## config.mk

```make
export PLATFORM = sky130hd
export DESIGN_NAME = timer_sequencer
export DESIGN_NICKNAME = d
export VERILOG_FILES = /design/src/rtl/timer_pkg.sv /design/src/rtl/prescale_divider.sv /design/src/rtl/timer_sequencer.sv
export SDC_FILE = /design/constraint.sdc
export NUM_CORES = 1
export LEC_CHECK = 0
export ABC_AREA = 1
export CAP_MARGIN = 20
export CORE_MARGIN = 2
export CORE_UTILIZATION = 51
export DETAILED_ROUTE_END_ITERATION = 10
export GPL_ROUTABILITY_DRIVEN = 0
export PLACE_DENSITY = 0.78
export SLEW_MARGIN = 30
export SYNTH_ARGS = -nofsm -noshare
export SYNTH_HDL_FRONTEND = slang
export SYNTH_SLANG_ARGS = --single-unit
```

## constraint.sdc

```tcl
create_clock -name CLK -period 1.45 [get_ports CLK]
set_input_delay 0.145 -clock CLK [delete_from_list [all_inputs] [get_ports CLK]]
set_output_delay 0.145 -clock CLK [all_outputs]
set_load 0.05 [all_outputs]
```

## src/rtl/timer_pkg.sv

```systemverilog
// Shared types and constants for the timer sequencer.
package timer_pkg;

    typedef enum logic [1:0] {
        ST_IDLE = 2'd0,
        ST_RUN  = 2'd1,
        ST_DONE = 2'd2
    } state_t;

    localparam logic MODE_ONESHOT  = 1'b0;
    localparam logic MODE_PERIODIC = 1'b1;

endpackage

```

## src/rtl/prescale_divider.sv

```systemverilog
// Prescale divider: produces one step enable every div+1 running cycles.
module prescale_divider
    import timer_pkg::*;
#(
    parameter int PRESCALE_W = 4
) (
    input  logic                  CLK,
    input  logic                  RST_N,
    input  logic                  clear,
    input  logic                  run,
    input  logic [PRESCALE_W-1:0] div,
    output logic                  en
);

    logic [PRESCALE_W-1:0] ps_cnt;

    assign en = run && (ps_cnt == div);

    // Divider counter: restarts on clear, advances only while running, holds otherwise.
    always_ff @(posedge CLK or negedge RST_N) begin
        if (!RST_N) begin
            ps_cnt <= '0;
        end else if (clear) begin
            ps_cnt <= '0;
        end else if (run) begin
            if (ps_cnt == div) begin
                ps_cnt <= '0;
            end else begin
                ps_cnt <= ps_cnt + 1'b1;
            end
        end
    end

endmodule

```

## src/rtl/timer_sequencer.sv

```systemverilog
// Timer sequencer: start/stop controlled up-counter with terminal-count tick.
module timer_sequencer
    import timer_pkg::*;
#(
    parameter int WIDTH      = 4,
    parameter int PRESCALE_W = 4
) (
    input  logic                  CLK,
    input  logic                  RST_N,
    input  logic                  cfg_we,
    input  logic [WIDTH-1:0]      cfg_period,
    input  logic [PRESCALE_W-1:0] cfg_prescale,
    input  logic                  cfg_mode,
    input  logic                  start,
    input  logic                  stop,
    output logic                  busy,
    output logic                  done,
    output logic                  tick,
    output logic [WIDTH-1:0]      count
);

    state_t                state;
    state_t                state_next;
    logic [WIDTH-1:0]      period;
    logic [PRESCALE_W-1:0] prescale;
    logic                  mode;
    logic                  start_ok;
    logic                  run;
    logic                  step_en;
    logic                  terminal;

    assign start_ok = (state != ST_RUN) && start && !stop;
    assign run      = (state == ST_RUN) && !stop;
    assign terminal = step_en && (count == period);

    prescale_divider #(
        .PRESCALE_W(PRESCALE_W)
    ) u_divider (
        .CLK  (CLK),
        .RST_N(RST_N),
        .clear(start_ok),
        .run  (run),
        .div  (prescale),
        .en   (step_en)
    );

    // Configuration registers: writable only while not running.
    always_ff @(posedge CLK or negedge RST_N) begin
        if (!RST_N) begin
            period   <= '1;
            prescale <= '0;
            mode     <= MODE_ONESHOT;
        end else if (cfg_we && (state != ST_RUN)) begin
            period   <= cfg_period;
            prescale <= cfg_prescale;
            mode     <= cfg_mode;
        end
    end

    // State register.
    always_ff @(posedge CLK or negedge RST_N) begin
        if (!RST_N) begin
            state <= ST_IDLE;
        end else begin
            state <= state_next;
        end
    end

    // Next-state logic: stop wins over both start and the terminal event.
    always_comb begin
        state_next = state;
        case (state)
            ST_IDLE, ST_DONE: begin
                if (start_ok) begin
                    state_next = ST_RUN;
                end
            end
            ST_RUN: begin
                if (stop) begin
                    state_next = ST_IDLE;
                end else if (terminal && (mode == MODE_ONESHOT)) begin
                    state_next = ST_DONE;
                end
            end
            default: state_next = ST_IDLE;
        endcase
    end

    // Status outputs decoded straight from the state flops.
    always_comb begin
        busy = (state == ST_RUN);
        done = (state == ST_DONE);
    end

    // Count and tick registers: count wraps to zero at the terminal step, tick pulses there.
    always_ff @(posedge CLK or negedge RST_N) begin
        if (!RST_N) begin
            count <= '0;
            tick  <= 1'b0;
        end else begin
            tick <= terminal;
            if (start_ok) begin
                count <= '0;
            end else if (step_en) begin
                if (count == period) begin
                    count <= '0;
                end else begin
                    count <= count + 1'b1;
                end
            end
        end
    end

endmodule

```

Word level (Yosys, flattened, before mapping)
Index checks and enable logic that the tools add are counted.
{ "op_classes": {"n_reduce_logical": 13, "eq_ne": 7, "addsub": 2, "muxes": 10, "bitwise": 1} }
{ "ops": {"columns": ["operator", "n"], "rows": [
  ["2-to-1 mux 4 bit", 6],
  ["adder 4 x 1 -> 4 bit (second input constant)", 2],
  ["equality test 4 bit", 2],
  ["logical AND 1 bit", 7],
  ["2-to-1 mux 2 bit", 3],
  ["case mux 2 bit (2 select lines)", 1],
  ["nonzero test 2 bit", 2],
  ["!= test 3 x 2 -> 1 bit (second input constant)", 1],
  ["equality test 2 x 1 -> 1 bit (second input constant)", 1],
  ["equality test 2 bit (second input constant)", 1],
  ["zero test 2 bit", 1],
  ["!= test 2 x 1 -> 1 bit (second input constant)", 1],
  ["!= test 2 bit (second input constant)", 1],
  ["AND reduction 2 bit", 1],
  ["OR reduction 2 bit", 1],
  ["zero test 1 bit", 1],
  ["inverter 1 bit", 1]
]} }
{ "word_totals": {"output_inout_bits": 7, "ff_bits": 20, "wordCells": 40, "in_bits": 14} }

Longest topological paths before layout
{ "depth": {"depth_word": 8, "mapped_depth": 9, "ltp_nobuf": 9} }

Cells and area by module
Synthesis repeated with hierarchy kept, for this count alone.
{ "unflattened": {"cells_unflattened": 141, "area_unflattened_um2": 1088.5} }
{ "by_module_without_submodules": {"columns": ["mod", "cells_each", "seq_area_each_um2", "area_each_um2", "n_inst"], "rows": [
  ["timer_sequencer", 93, 405.4, 792.0, 1],
  ["prescale_divider", 48, 100.1, 296.5, 1]
]} }

Least setup slack after synthesis
No wires, ideal clock.
{ "synth_timing": {"path_kind": "register to register", "startpoint": "reg count[2]", "endpoint": "reg state[0]", "path_buffers": 0, "period_less_slack_ps": 1479, "setup_ps": 121, "arrival_time_ps": 1359, "stages_incl_launch_ff": 10, "path_slack_ps": -29, "required_time_ps": 1329, "path_cell_list": "dfrtp_1 inv_1 nand2_1 nand2_1 nor2_1 inv_1 nor2_2 nand3_4 nand2_2 o21ai_2"} }
{ "synth_between": {"elab_chain_cells": 5} }
{ "synth_rtl": {"columns": ["item", "line_no", "text"], "rows": [
  ["start, declared", "timer_sequencer.sv:19", "output logic [WIDTH-1:0] count"],
  ["start signal, assigned", "timer_sequencer.sv:108", "count <= count + 1'b1;"],
  ["equality test 4 bit", "timer_sequencer.sv:34", "assign terminal = step_en && (count == period);"],
  ["logical AND 1 bit", "timer_sequencer.sv:34", null],
  ["logical AND 1 bit", "timer_sequencer.sv:81", "end else if (terminal && (mode == MODE_ONESHOT)) begin"],
  ["!= test 3 x 2 -> 1 bit (no source line)", null, null],
  ["AND reduction 2 bit (no source line)", null, null],
  ["end signal, assigned", "timer_sequencer.sv:65", "state <= state_next;"],
  ["end, declared", "timer_sequencer.sv:22", "state_t state;"]
]} }
No other way between the ends.
A chain may end at the register's enable or synchronous reset.

Worst setup path after layout
{ "layout_timing": {"startpoint": "reg u_divider.ps_cnt[1]", "endpoint": "reg state[0]"} }
{ "layout_between": {"elab_chain_cells": 6} }
{ "layout_rtl": {"columns": ["item", "line_no", "text"], "rows": [
  ["start, declared", "prescale_divider.sv:15", "logic [PRESCALE_W-1:0] ps_cnt;"],
  ["start signal, assigned", "prescale_divider.sv:29", "ps_cnt <= ps_cnt + 1'b1;"],
  ["equality test 4 bit", "prescale_divider.sv:17", "assign en = run && (ps_cnt == div);"],
  ["logical AND 1 bit", "prescale_divider.sv:17", null],
  ["logical AND 1 bit", "timer_sequencer.sv:34", null],
  ["logical AND 1 bit", "timer_sequencer.sv:81", null],
  ["!= test 3 x 2 -> 1 bit (no source line)", null, null],
  ["AND reduction 2 bit (no source line)", null, null]
]} }
No other way between the ends.

==> metrics <==
global-route wire length before repair=3933 um; R2R depth=9; worst-path fanout max=5; cell taking the most area after synthesis=dfrtp_1; Worst-path clk slew=approximately 0.11 ns; Synth top area share=between 30% and 40%; leakage power=0.7383 nW; share of cells above drive strength 1=26.42%; Die Height=around 52 um; CTS Root Cell=clkbuf_4; worst skew pair latency=0.31 ns; Comb pwr share=about a third; post-CTS setup repair buffer count=0; Post-CTS Resized=0; area occupied by multi-input gates=551.8 um^2; Antenna diodes=0; Starting Density=53.11%; Synth Cell Area=between 1000 and 1500 um^2; syn avg cell area=8.536 um^2; critical path capture point type=flop; Fin Clk Skew=0.008232 ns; # port buffers=20; top area cells in the synthesized netlist=dfrtp_1 (35%), dfstp_2 (9.1%), nand2_1 (9.1%), inv_1 (4.9%), nor2_1 (4.2%); power density over the cells=993.7 nW/um^2; Worst path slowest cell=dfrtp_1; largest net degree at the start of global routing=19; H-Tree Depth=1; Post-Syn Nets=151; Core ar.=~2200 um^2; Max VDD drop=between 0.0007 and 0.0008 V; cell repeated most along the worst path=nand2_1; CTS tree=built; initial antenna violation count=0; Die Wd=51.54 um; number of synthesized register bits=20; Crit Path Class=flop to flop; Peak Freq=between 700 and 800 MHz; DRC Markers=0; Int Power=0.0009332 W; switch share=36.33%; clk buf depth=2; final critical-path share of the clock period=a little over 90%; critical-path cell list=inv_2 -> nand2_1 -> nand2_1 -> nor2_4 -> nand2_4 -> nor2_8 -> nand3_4 -> nand2_2 -> o21ai_2; Core Util, Final=between 60% and 70%; Routed wire per std cell=approximately 12 um; status=complete, no violations; clock period minus worst slack=1.344 ns; final setup violating endpoints=0; sequential cell area=around 510 um^2; Vias=934; GRT Total Usage=20.45%; final hold slack=0.07915 ns; total of max-cap violations=0; number of global-route vias before repair=roughly 980; DR vias/cell=4.995; clock share of power=19.2%; Hold Crit Class=input pin to asynchronous set/reset pin; Worst Path Required=1.65 ns; grt ovf=0; Syn. warnings=0; DP Wirelength=about 1800 um; endpoints failing hold=0; NetSw=approximately 0.00053 W; total CTS buffers=3; iteration-0 DRC count of the detailed router=21; synthesized instance count=135; final number of max-transition violations=0; RSZ-0062 raised after global routing=no; CTS Sinks=20; post-layout net count=176; arrival time at the worst endpoint=1.55 ns; Row Count=17; setup TNS=0 ns; P&R area growth vs syn=28.01%; Worst slew margin=just under 80%; die area=around 2700 um^2; routed wire length=2238 um; register area share after synthesis=43.87%; Slew @ Worst Pin=0.3275 ns; drt first pass iters=4; Ports=21; Layout fillers=approximately 200; ANT nets after route=0; critical path startpoint category=flop; Cell variety after synth=27; sequential share of power=between 40% and 50%; slowest stage delay, CP=0.44 ns; CTS hold repair buffers=0
## worst max-delay path: cells and delay by family, from the launching register on
kind                   cells  cell delay [ns]
and+or+nand+nor            7             0.69
DFF                        1             0.44
buffers and inverters      1             0.07
AOI/OAI and AO/OA          1             0.04
## final timing paths
path                          endpoint                start  slack, ns
max                           state[0]  u_divider.ps_cnt[1]       0.11
min                        prescale[1]                RST_N       0.08
max reg2reg                   state[0]  u_divider.ps_cnt[1]       0.11
min reg2reg                  period[3]            period[3]       0.49
max in group asynchronous     count[2]                RST_N       0.86
min in group CLK             period[3]        cfg_period[3]       0.37
## sequential cells by signal, indices dropped and copies added, names as in the netlist
name / count
state: 2
u_divider.ps_cnt: 4
prescale: 4
period: 4
tick: 1
mode: 1
count: 4
## cells in the final DEF, fill, tap and decap left out, types with 2 or more instances in the layout
| cell | instances |
|---|---|
| dfrtp_2 | 2 |
| inv_2 | 7 |
| nand2_1 | 28 |
| dfrtp_1 | 14 |
| buf_4 | 2 |
| nor2_4 | 4 |
| a21oi_1 | 8 |
| nand3_4 | 2 |
| xor2_1 | 3 |
| clkdlybuf4s50_1 | 13 |
| buf_12 | 6 |
| inv_1 | 15 |
| dfstp_2 | 4 |
| nand2_4 | 3 |
| nor2_1 | 13 |
| ha_1 | 2 |
| o21ai_1 | 5 |
| nand3_1 | 7 |
| nand2_2 | 3 |
| clkbuf_4 | 3 |
| nand4_1 | 5 |
## routing by layer
layer	global-route usage [%]	vias to the layer above	wire length (um)
li1	-	478	-
met1	23.30	421	944
met2	35.68	30	1155
met3	3.448	5	85
met4	12.28	0	52
met5	0	-	0
## cells in the mapped netlist (all sizes together)
master,count
nand2,34
inv,23
nor2,18
dfrtp,16
nand3,10
a21oi,9
o21ai,6
nand4,5
dfstp,4
xor2,3
ha,2
a211o,1
buf,1
nand2b,1
o22ai,1
o31ai,1
## logic make-up after synthesis
group	count (synthesis)	synth area share, %
simple gates	68	33.33
buf+inv	24	8.687
flops	20	43.86
compound gates	18	9.664
xor+xnor	3	2.281
fa+ha+maj	2	2.171
## per-stage QoR
stage	instances	area [um^2]	total power [W]	setup WS (ns)
after floorplan	135	1154	0.001040	0.01973
after global placement	183	1443	0.001159	0.1024
after detailed placement	183	1443	0.001187	0.09354
after CTS	187	1469	0.001467	0.1033
after global routing	187	1475	0.001563	0.008011
final	187	1475	0.001466	0.1057
## cell type report
cell class | instances | area share, %
Clock buffer | 4 | 1.781
Multi-Input combinational cell | 91 | 37.40
Timing Repair Buffer | 21 | 17.98
Tap cell | 28 | 2.375
Sequential cell | 20 | 34.44
Inverter | 23 | 6.022
## power by group through the flow
stage / logic (W) / registers [W] / clock network [W]
floorplan: 0.000326 / 0.000714 / 0
global placement: 0.000440 / 0.000718 / 0
detailed placement: 0.000459 / 0.000727 / 0
CTS: 0.000466 / 0.000717 / 0.000284
global route: 0.000522 / 0.000730 / 0.000310
finish: 0.000465 / 0.000719 / 0.000282
Note: power is estimated with default switching activity, not from simulation.
